$ cat src/rtl/timer_share_pkg.sv
// Shared types and constants for the two-requester timer controller.
package timer_share_pkg;

    localparam int N_REQ = 2;

    typedef enum logic [1:0] {
        IDLE    = 2'd0,
        COUNT   = 2'd1,
        RELEASE = 2'd2
    } state_t;

    localparam logic [N_REQ-1:0] GRANT_NONE = 2'b00;
    localparam logic [N_REQ-1:0] GRANT_0    = 2'b01;
    localparam logic [N_REQ-1:0] GRANT_1    = 2'b10;

endpackage

$ cat src/rtl/rr_arbiter2.sv
// Combinational round-robin pick between two requesters.
module rr_arbiter2
    import timer_share_pkg::*;
(
    input  logic [N_REQ-1:0] req,
    input  logic             last,
    output logic [N_REQ-1:0] win
);

    // last holds the index of the previous owner; on contention the other side wins
    always_comb begin
        win = GRANT_NONE;
        case (req)
            2'b01:   win = GRANT_0;
            2'b10:   win = GRANT_1;
            2'b11:   win = last ? GRANT_0 : GRANT_1;
            default: win = GRANT_NONE;
        endcase
    end

endmodule

$ cat src/rtl/timer_share_ctrl.sv
// Shares one down-counting timer between two requesters with round-robin
// arbitration, terminal-count done pulse and release handshake.
module timer_share_ctrl
    import timer_share_pkg::*;
#(
    parameter int WIDTH = 3
) (
    input  logic             clk,
    input  logic             rst,
    input  logic [N_REQ-1:0] req,
    input  logic [WIDTH-1:0] load_val0,
    input  logic [WIDTH-1:0] load_val1,
    input  logic             tick,
    output logic [N_REQ-1:0] grant,
    output logic             busy,
    output logic [WIDTH-1:0] cnt,
    output logic [N_REQ-1:0] done
);

    state_t           state;
    logic             last;
    logic [N_REQ-1:0] win;
    logic             owner_req;

    rr_arbiter2 u_arb (
        .req  (req),
        .last (last),
        .win  (win)
    );

    assign owner_req = (req & grant) != '0;

    always_ff @(posedge clk or negedge rst) begin
        if (!rst) begin
            state <= IDLE;
            last  <= 1'b1;
            grant <= '0;
            busy  <= 1'b0;
            cnt   <= '0;
            done  <= '0;
        end else begin
            done <= '0;
            case (state)
                IDLE: begin
                    if (req != '0) begin
                        state <= COUNT;
                        grant <= win;
                        busy  <= 1'b1;
                        cnt   <= win[0] ? load_val0 : load_val1;
                        last  <= win[1];
                    end
                end
                COUNT: begin
                    // abort outranks a terminal tick in the same cycle
                    if (!owner_req) begin
                        state <= IDLE;
                        grant <= '0;
                        busy  <= 1'b0;
                        cnt   <= '0;
                    end else if (tick) begin
                        if (cnt == '0) begin
                            done  <= grant;
                            state <= RELEASE;
                        end else begin
                            cnt <= cnt - WIDTH'(1);
                        end
                    end
                end
                RELEASE: begin
                    if (!owner_req) begin
                        state <= IDLE;
                        grant <= '0;
                        busy  <= 1'b0;
                        cnt   <= '0;
                    end
                end
                default: begin
                    state <= IDLE;
                    grant <= '0;
                    busy  <= 1'b0;
                    cnt   <= '0;
                end
            endcase
        end
    end

endmodule

$ cat config.mk
export PLATFORM = sky130hd
export DESIGN_NAME = timer_share_ctrl
export DESIGN_NICKNAME = d
export VERILOG_FILES = /design/src/rtl/timer_share_pkg.sv /design/src/rtl/rr_arbiter2.sv /design/src/rtl/timer_share_ctrl.sv
export SDC_FILE = /design/constraint.sdc
export NUM_CORES = 1
export LEC_CHECK = 0
export BUFFER_PORTS_ARGS = -buffer_cell sky130_fd_sc_hd__buf_2
export CAP_MARGIN = 40
export CORE_UTILIZATION = 44
export DETAILED_ROUTE_END_ITERATION = 12
export GPL_TIMING_DRIVEN = 0
export PLACE_DENSITY_LB_ADDON = 0.05
export SETUP_SLACK_MARGIN = 0.15
export SLEW_MARGIN = 20
export SYNTH_ARGS = -nofsm -noshare
export SYNTH_HDL_FRONTEND = slang
export SYNTH_SLANG_ARGS = --single-unit
$ cat constraint.sdc
create_clock -name clk -period 1.5 [get_ports clk]
set_input_delay 0.3 -clock clk [delete_from_list [all_inputs] [get_ports clk]]
set_output_delay 0.3 -clock clk [all_outputs]
set_load 0.02 [all_outputs]
==> results of run 1 <==
## registers in the layout, indices dropped and copies added, names as in the netlist
register  flops
cnt           3
done          2
grant         2
state         2
busy          1
last          1
## metal layers
metal,up-vias,global-route usage
met3,2,0.0261
met5,-,0
met1,278,0.260
met2,14,0.259
li1,308,-
met4,0,0.0774
## synthesized netlist by cell type, types with 3 or more instances
cell type / number / area, um^2
and3_1: 3 / 18.8
nand4_1: 4 / 25.0
dfrtp_1: 10 / 250
ha_1: 5 / 62.6
nand2_1: 7 / 26.3
inv_1: 6 / 22.5
nor2_1: 4 / 15.0
a21oi_1: 3 / 15.0
## placed cells by master (no fill, tap or decap), types with 2 or more instances in the layout
master / n
buf_4: 5
nand4_1: 4
and2_1: 2
dfrtp_1: 6
nand2_1: 6
dfrtp_2: 4
ha_4: 2
inv_1: 3
and3_1: 2
o22ai_1: 2
buf_6: 3
a21oi_1: 3
inv_2: 3
a21boi_1: 2
clkbuf_4: 3
mux2_4: 2
o221ai_1: 2
ha_1: 2
a22o_1: 2
buf_2: 17
nor2_1: 4
## final cells by class
cell class / count / area (um^2) / share of cell area
sequential: 11 / 282 / 0.293
buffer: 3 / 36.3 / 0.0378
tap: 15 / 18.8 / 0.0195
clock buffer: 3 / 22.5 / 0.0234
inverter: 6 / 22.5 / 0.0234
clock inverter: 1 / 5.00 / 0.00521
multi-input combinational: 49 / 430 / 0.448
timing repair buffer: 24 / 144 / 0.150
## critical path, stage by stage (launching register included)
cell and delay (ns):
dfrtp_2 0.41, a22o_4 0.27, a22oi_4 0.23, buf_6 0.13
a21boi_1 0.19, o32ai_2 0.11
## cells by family (layout without fill, tap and decap cells)
group / Yosys count / count (layout) / synth area share
buffers and inverters: 9 / 37 / 0.0600
and+or+nand+nor: 22 / 22 / 0.160
muxes: 3 / 3 / 0.0491
adders and majority gates: 5 / 5 / 0.0909
DFF: 11 / 11 / 0.402
AOI/OAI and AO/OA: 19 / 19 / 0.238
## timing repair
action                     in CTS  in global routing
setup buffers                   5                  1
cloned                          0                  0
resized for setup              13                 10
setup endpoints to repair       7                  8
pin swaps                       4                  4
hold endpoints to repair       10                  0
hold buffers                    1                  0
## final timing paths
check                                      to  slack (ns)  depth (start not counted)
min                          last$_DFFE_PN1P_        0.23                          2
min in group asynchronous   done[0]$_DFF_PN0_        0.42                          2
max reg2reg                cnt[2]$_DFFE_PN0P_        0.03                          5
min reg2reg                  busy$_DFFE_PN0P_        0.51                          1
max in group asynchronous    last$_DFFE_PN1P_        0.82                          2
max                        cnt[2]$_DFFE_PN0P_        0.03                          5
## per-stage QoR
step / hold WS (ns) / setup WS [ns]
after floorplan: 0.00441 / 0.0467
after global routing: 0.249 / -0.0359
after global placement: 0.184 / -0.0405
after detailed placement: 0.183 / -0.0763
after CTS: 0.229 / 0.0309
final: 0.235 / 0.0327
## power breakdown
group	switching, mW	internal, mW	total (mW)
logic	0.583	0.576	1.16
clock network	0.105	0.0985	0.204
registers	0.0757	0.423	0.499
total	0.764	1.10	1.86
==> results_dict.tcl, run 1 <==
set metrics [dict create \
    status "complete, no violations" \
    grt_antenna_before_repair 0 \
    min_period_over_period 0.978 \
    cts.path.max_buffers 2 \
    initial_core_util 0.498 \
    dpl.cell_count 101 \
    antenna_cells 0 \
    min_from "req[0]" \
    cts_tree "built" \
    fin_skew_ns 0.00637 \
    vias_per_cell 5.38 \
    min_path_type "input port to flip-flop" \
    ys_ff_latch 11 \
    final_util 0.695 \
    peakVddDrop_mv 1.05 \
    cts_max_level 1 \
    die_w_um 41.5 \
    area_growth_pct 39.6 \
    setup_viol 0 \
    row_count 13 \
    core_um2 1380 \
    power_density_nw_per_um2 1940 \
    syn_area_um2 688 \
    ys_types 28 \
    synthFlopType "dfrtp_1" \
    syn_inst 69 \
    antenna_left 0 \
    fin_tns_setup_ns 0 \
    synth_fp_nets 85 \
    slew_headroom 0.803 \
    drtPass1Iterations 3 \
    ioPinCount 19 \
    grt_pass1_vias 545 \
    hold_viol 0 \
    cts_buffers 3 \
    crit_fanout 5 \
    wl_met2_um 635 \
    wl_per_cell_um 13.0 \
    synth-edff-count 0 \
    cp-end-kind "flip-flop" \
    grt_pass1_wl_mm 2.39 \
    finalWeightedCongestion 0.769 \
    grt_max_degree 12 \
    drt_iter0_drc 10 \
    clkTransAtPathRegs_ns 0.08 \
    numPortBuffers 17 \
    synthArstFlopShare 1.00 \
    drc 0 \
    wl_mm 1.45 \
    post_dp_cell_area_um2 800 \
    period_needed_ns 1.47 \
    root_buffer "clkbuf_4" \
    fmax_mhz 682 \
    post-route-cell-area_um2 961 \
    drive_above_1_share 0.526 \
    num_vias 602 \
    rsz0062_at_grt "true" \
    wl_met3_um 47 \
    nFillCells 108 \
    crit_start "grant[0]$_DFFE_PN0P_" \
    p_leak_nw 0.475 \
    syn_area_per_cell_um2 9.97 \
    crit_arrival_ns 1.61 \
    timing.rr.start "grant[0]$_DFFE_PN0P_" \
    fp.dieH_um 41.5 \
    hpwl_um 975 \
    cp.required_ns 1.64 \
    slew_violations 0 \
    clk_latency_ns 0.27 \
    path_class "flip-flop to flip-flop" \
    p_total_mw 1.86 \
    grt-ovfl-total 0 \
    fin_nets 114 \
    ys_warn_count 0 \
    synth_seq_area_share 0.402 \
    met1Wirelength_um 751 \
    finalNonFillerCells 112 \
    drv_cap 0 \
    crit_path_start_kind "flip-flop" \
    cts_sinks 11 \
    die_area_um2 1730 \
    track_usage 0.178 \
    tightest_slew_ns 0.295 \
    top_layer "met4" \
]
Power figures use the tool's default switching activity.
==> run 2: changes to the inputs <==
- CORE_UTILIZATION: 44 -> 49
- MAX_ROUTING_LAYER: not set -> met4
- clock period: 1.5 -> 1.4 ns (I/O delays scaled with it)
==> results_dict.tcl, run 2 (synthesis gave the netlist of run 1 again) <==
set metrics [dict create \
    drtPass1Iterations 4 \
    rsz0062_at_grt "true" \
    die_w_um 39.5 \
    min_path_type "input port to flip-flop" \
    initial_core_util 0.529 \
    cp-end-kind "flip-flop" \
    hold_viol 0 \
    status "complete, but fails checks" \
    antenna_left 0 \
    root_buffer "clkbuf_4" \
    tightest_slew_ns 0.258 \
    vias_per_cell 5.37 \
    crit_arrival_ns 1.62 \
    clk_latency_ns 0.27 \
    wl_mm 1.63 \
    grt_pass1_vias 573 \
    ioPinCount 19 \
    track_usage 0.266 \
    num_vias 618 \
    antenna_cells 0 \
    fmax_mhz 680 \
    row_count 13 \
    grt_antenna_before_repair 0 \
    core_um2 1300 \
    drive_above_1_share 0.510 \
    peakVddDrop_mv 1.06 \
    setup_viol 5 \
    cts_sinks 11 \
    period_needed_ns 1.47 \
    dp_slack_ns -0.188 \
    cpMaxStageDelayCell "dfrtp_2" \
    cts.path.max_buffers 2 \
    largest_register_ffs 3 \
    area_growth_pct 44.2 \
    path_class "flip-flop to flip-flop" \
    grt_pass1_wl_mm 2.58 \
    cts_buffers 3 \
    numPortBuffers 17 \
    cts_max_level 1 \
    post-route-cell-area_um2 992 \
    slew_headroom 0.828 \
    r2r_setup_slack_ns -0.07 \
    die_area_um2 1560 \
    grt-ovfl-total 0 \
    post_dp_cell_area_um2 800 \
    mostFrequentLayoutCells "buf_2, buf_6, buf_4" \
    fin_skew_ns 0.00141 \
    crit_path_start_kind "flip-flop" \
    min_period_over_period 1.05 \
    finalWeightedCongestion 0.785 \
    final_util 0.763 \
    crit_fanout 5 \
    wl_per_cell_um 14.1 \
    slew_violations 0 \
    nFillCells 93 \
    worstPathCellList "a22o_4 -> a22oi_4 -> o21ai_4 -> mux2_1" \
    whs_ns 0.211 \
    cp.required_ns 1.55 \
    hpwl_mm 1.01 \
    fin_nets 117 \
    drc 0 \
    final_common_cell "buf_2" \
    grt_max_degree 12 \
    violations "negative setup slack" \
    power_density_nw_per_um2 2110 \
    fp.dieH_um 39.5 \
    max_stage_delay_ns 0.41 \
    layout_setup_ws_ns -0.0700 \
    cts_tree "built" \
    clkTransAtPathRegs_ns 0.07 \
    p_leak_nw 0.493 \
    drv_cap 0 \
    critPathTopFamily "compound AO/OA/AOI/OAI gates" \
    critical_path_buf_inv_count 0 \
    regMostFlops "cnt" \
    p_total_mw 2.09 \
    drt_iter0_drc 2 \
]
run 2: final timing paths:
| kind | startpoint | end | cells past startpoint |
|---|---|---|---|
| min | req[0] | last$_DFFE_PN1P_ | 2 |
| max reg2reg | grant[0]$_DFFE_PN0P_ | cnt[0]$_DFFE_PN0P_ | 4 |
| min in group asynchronous | rst | done[0]$_DFF_PN0_ | 2 |
| min reg2reg | busy$_DFFE_PN0P_ | busy$_DFFE_PN0P_ | 1 |
| max in group asynchronous | rst | last$_DFFE_PN1P_ | 2 |
| max | grant[0]$_DFFE_PN0P_ | cnt[0]$_DFFE_PN0P_ | 4 |
run 2: worst register-to-register path: stages (launching register included):
cell and delay [ns]:
dfrtp_2 0.41, a22o_4 0.27, a22oi_4 0.23, o21ai_4 0.11, mux2_1 0.32
run 2: per-stage QoR:
stage | TNS (ns) | cells
global route | -0.563 | 115
detailed placement | -0.608 | 101
CTS | -0.191 | 112
finish | -0.214 | 115
global placement | -0.392 | 101
floorplan | -0.113 | 69
run 2: final cells by class:
| type | instances | area [um^2] | share of cell area |
|---|---|---|---|
| well taps | 15 | 18.8 | 0.0189 |
| inverters | 6 | 22.5 | 0.0227 |
| plain buffers | 3 | 30.0 | 0.0303 |
| repair buffers | 27 | 186 | 0.188 |
| flip-flops and latches | 11 | 282 | 0.284 |
| clock buffers | 4 | 26.3 | 0.0265 |
| multi-input cells | 49 | 427 | 0.430 |
run 2: what timing repair did:
| action | CTS | global route |
|---|---|---|
| setup endpoints to repair | 9 | 11 |
| resized for setup | 15 | 11 |
| hold buffers | 1 | 0 |
| buffers inserted | 6 | 3 |
| hold endpoints to repair | 10 | 0 |
| pin swaps | 4 | 1 |
run 2: where the power goes:
part           total (mW)  internal, mW  switching [mW]
clock network       0.216         0.110           0.106
logic                1.33         0.680           0.655
registers           0.538         0.454          0.0844
run 2: layer usage:
metal	wire, um	global-route usage	part of all wire	up-vias
met5	0	-	0	-
met4	6	0.0517	0.0037	0
met2	842	0.443	0.52	18
met1	705	0.314	0.43	286
li1	-	-	-	312
met3	71	0.0852	0.044	2
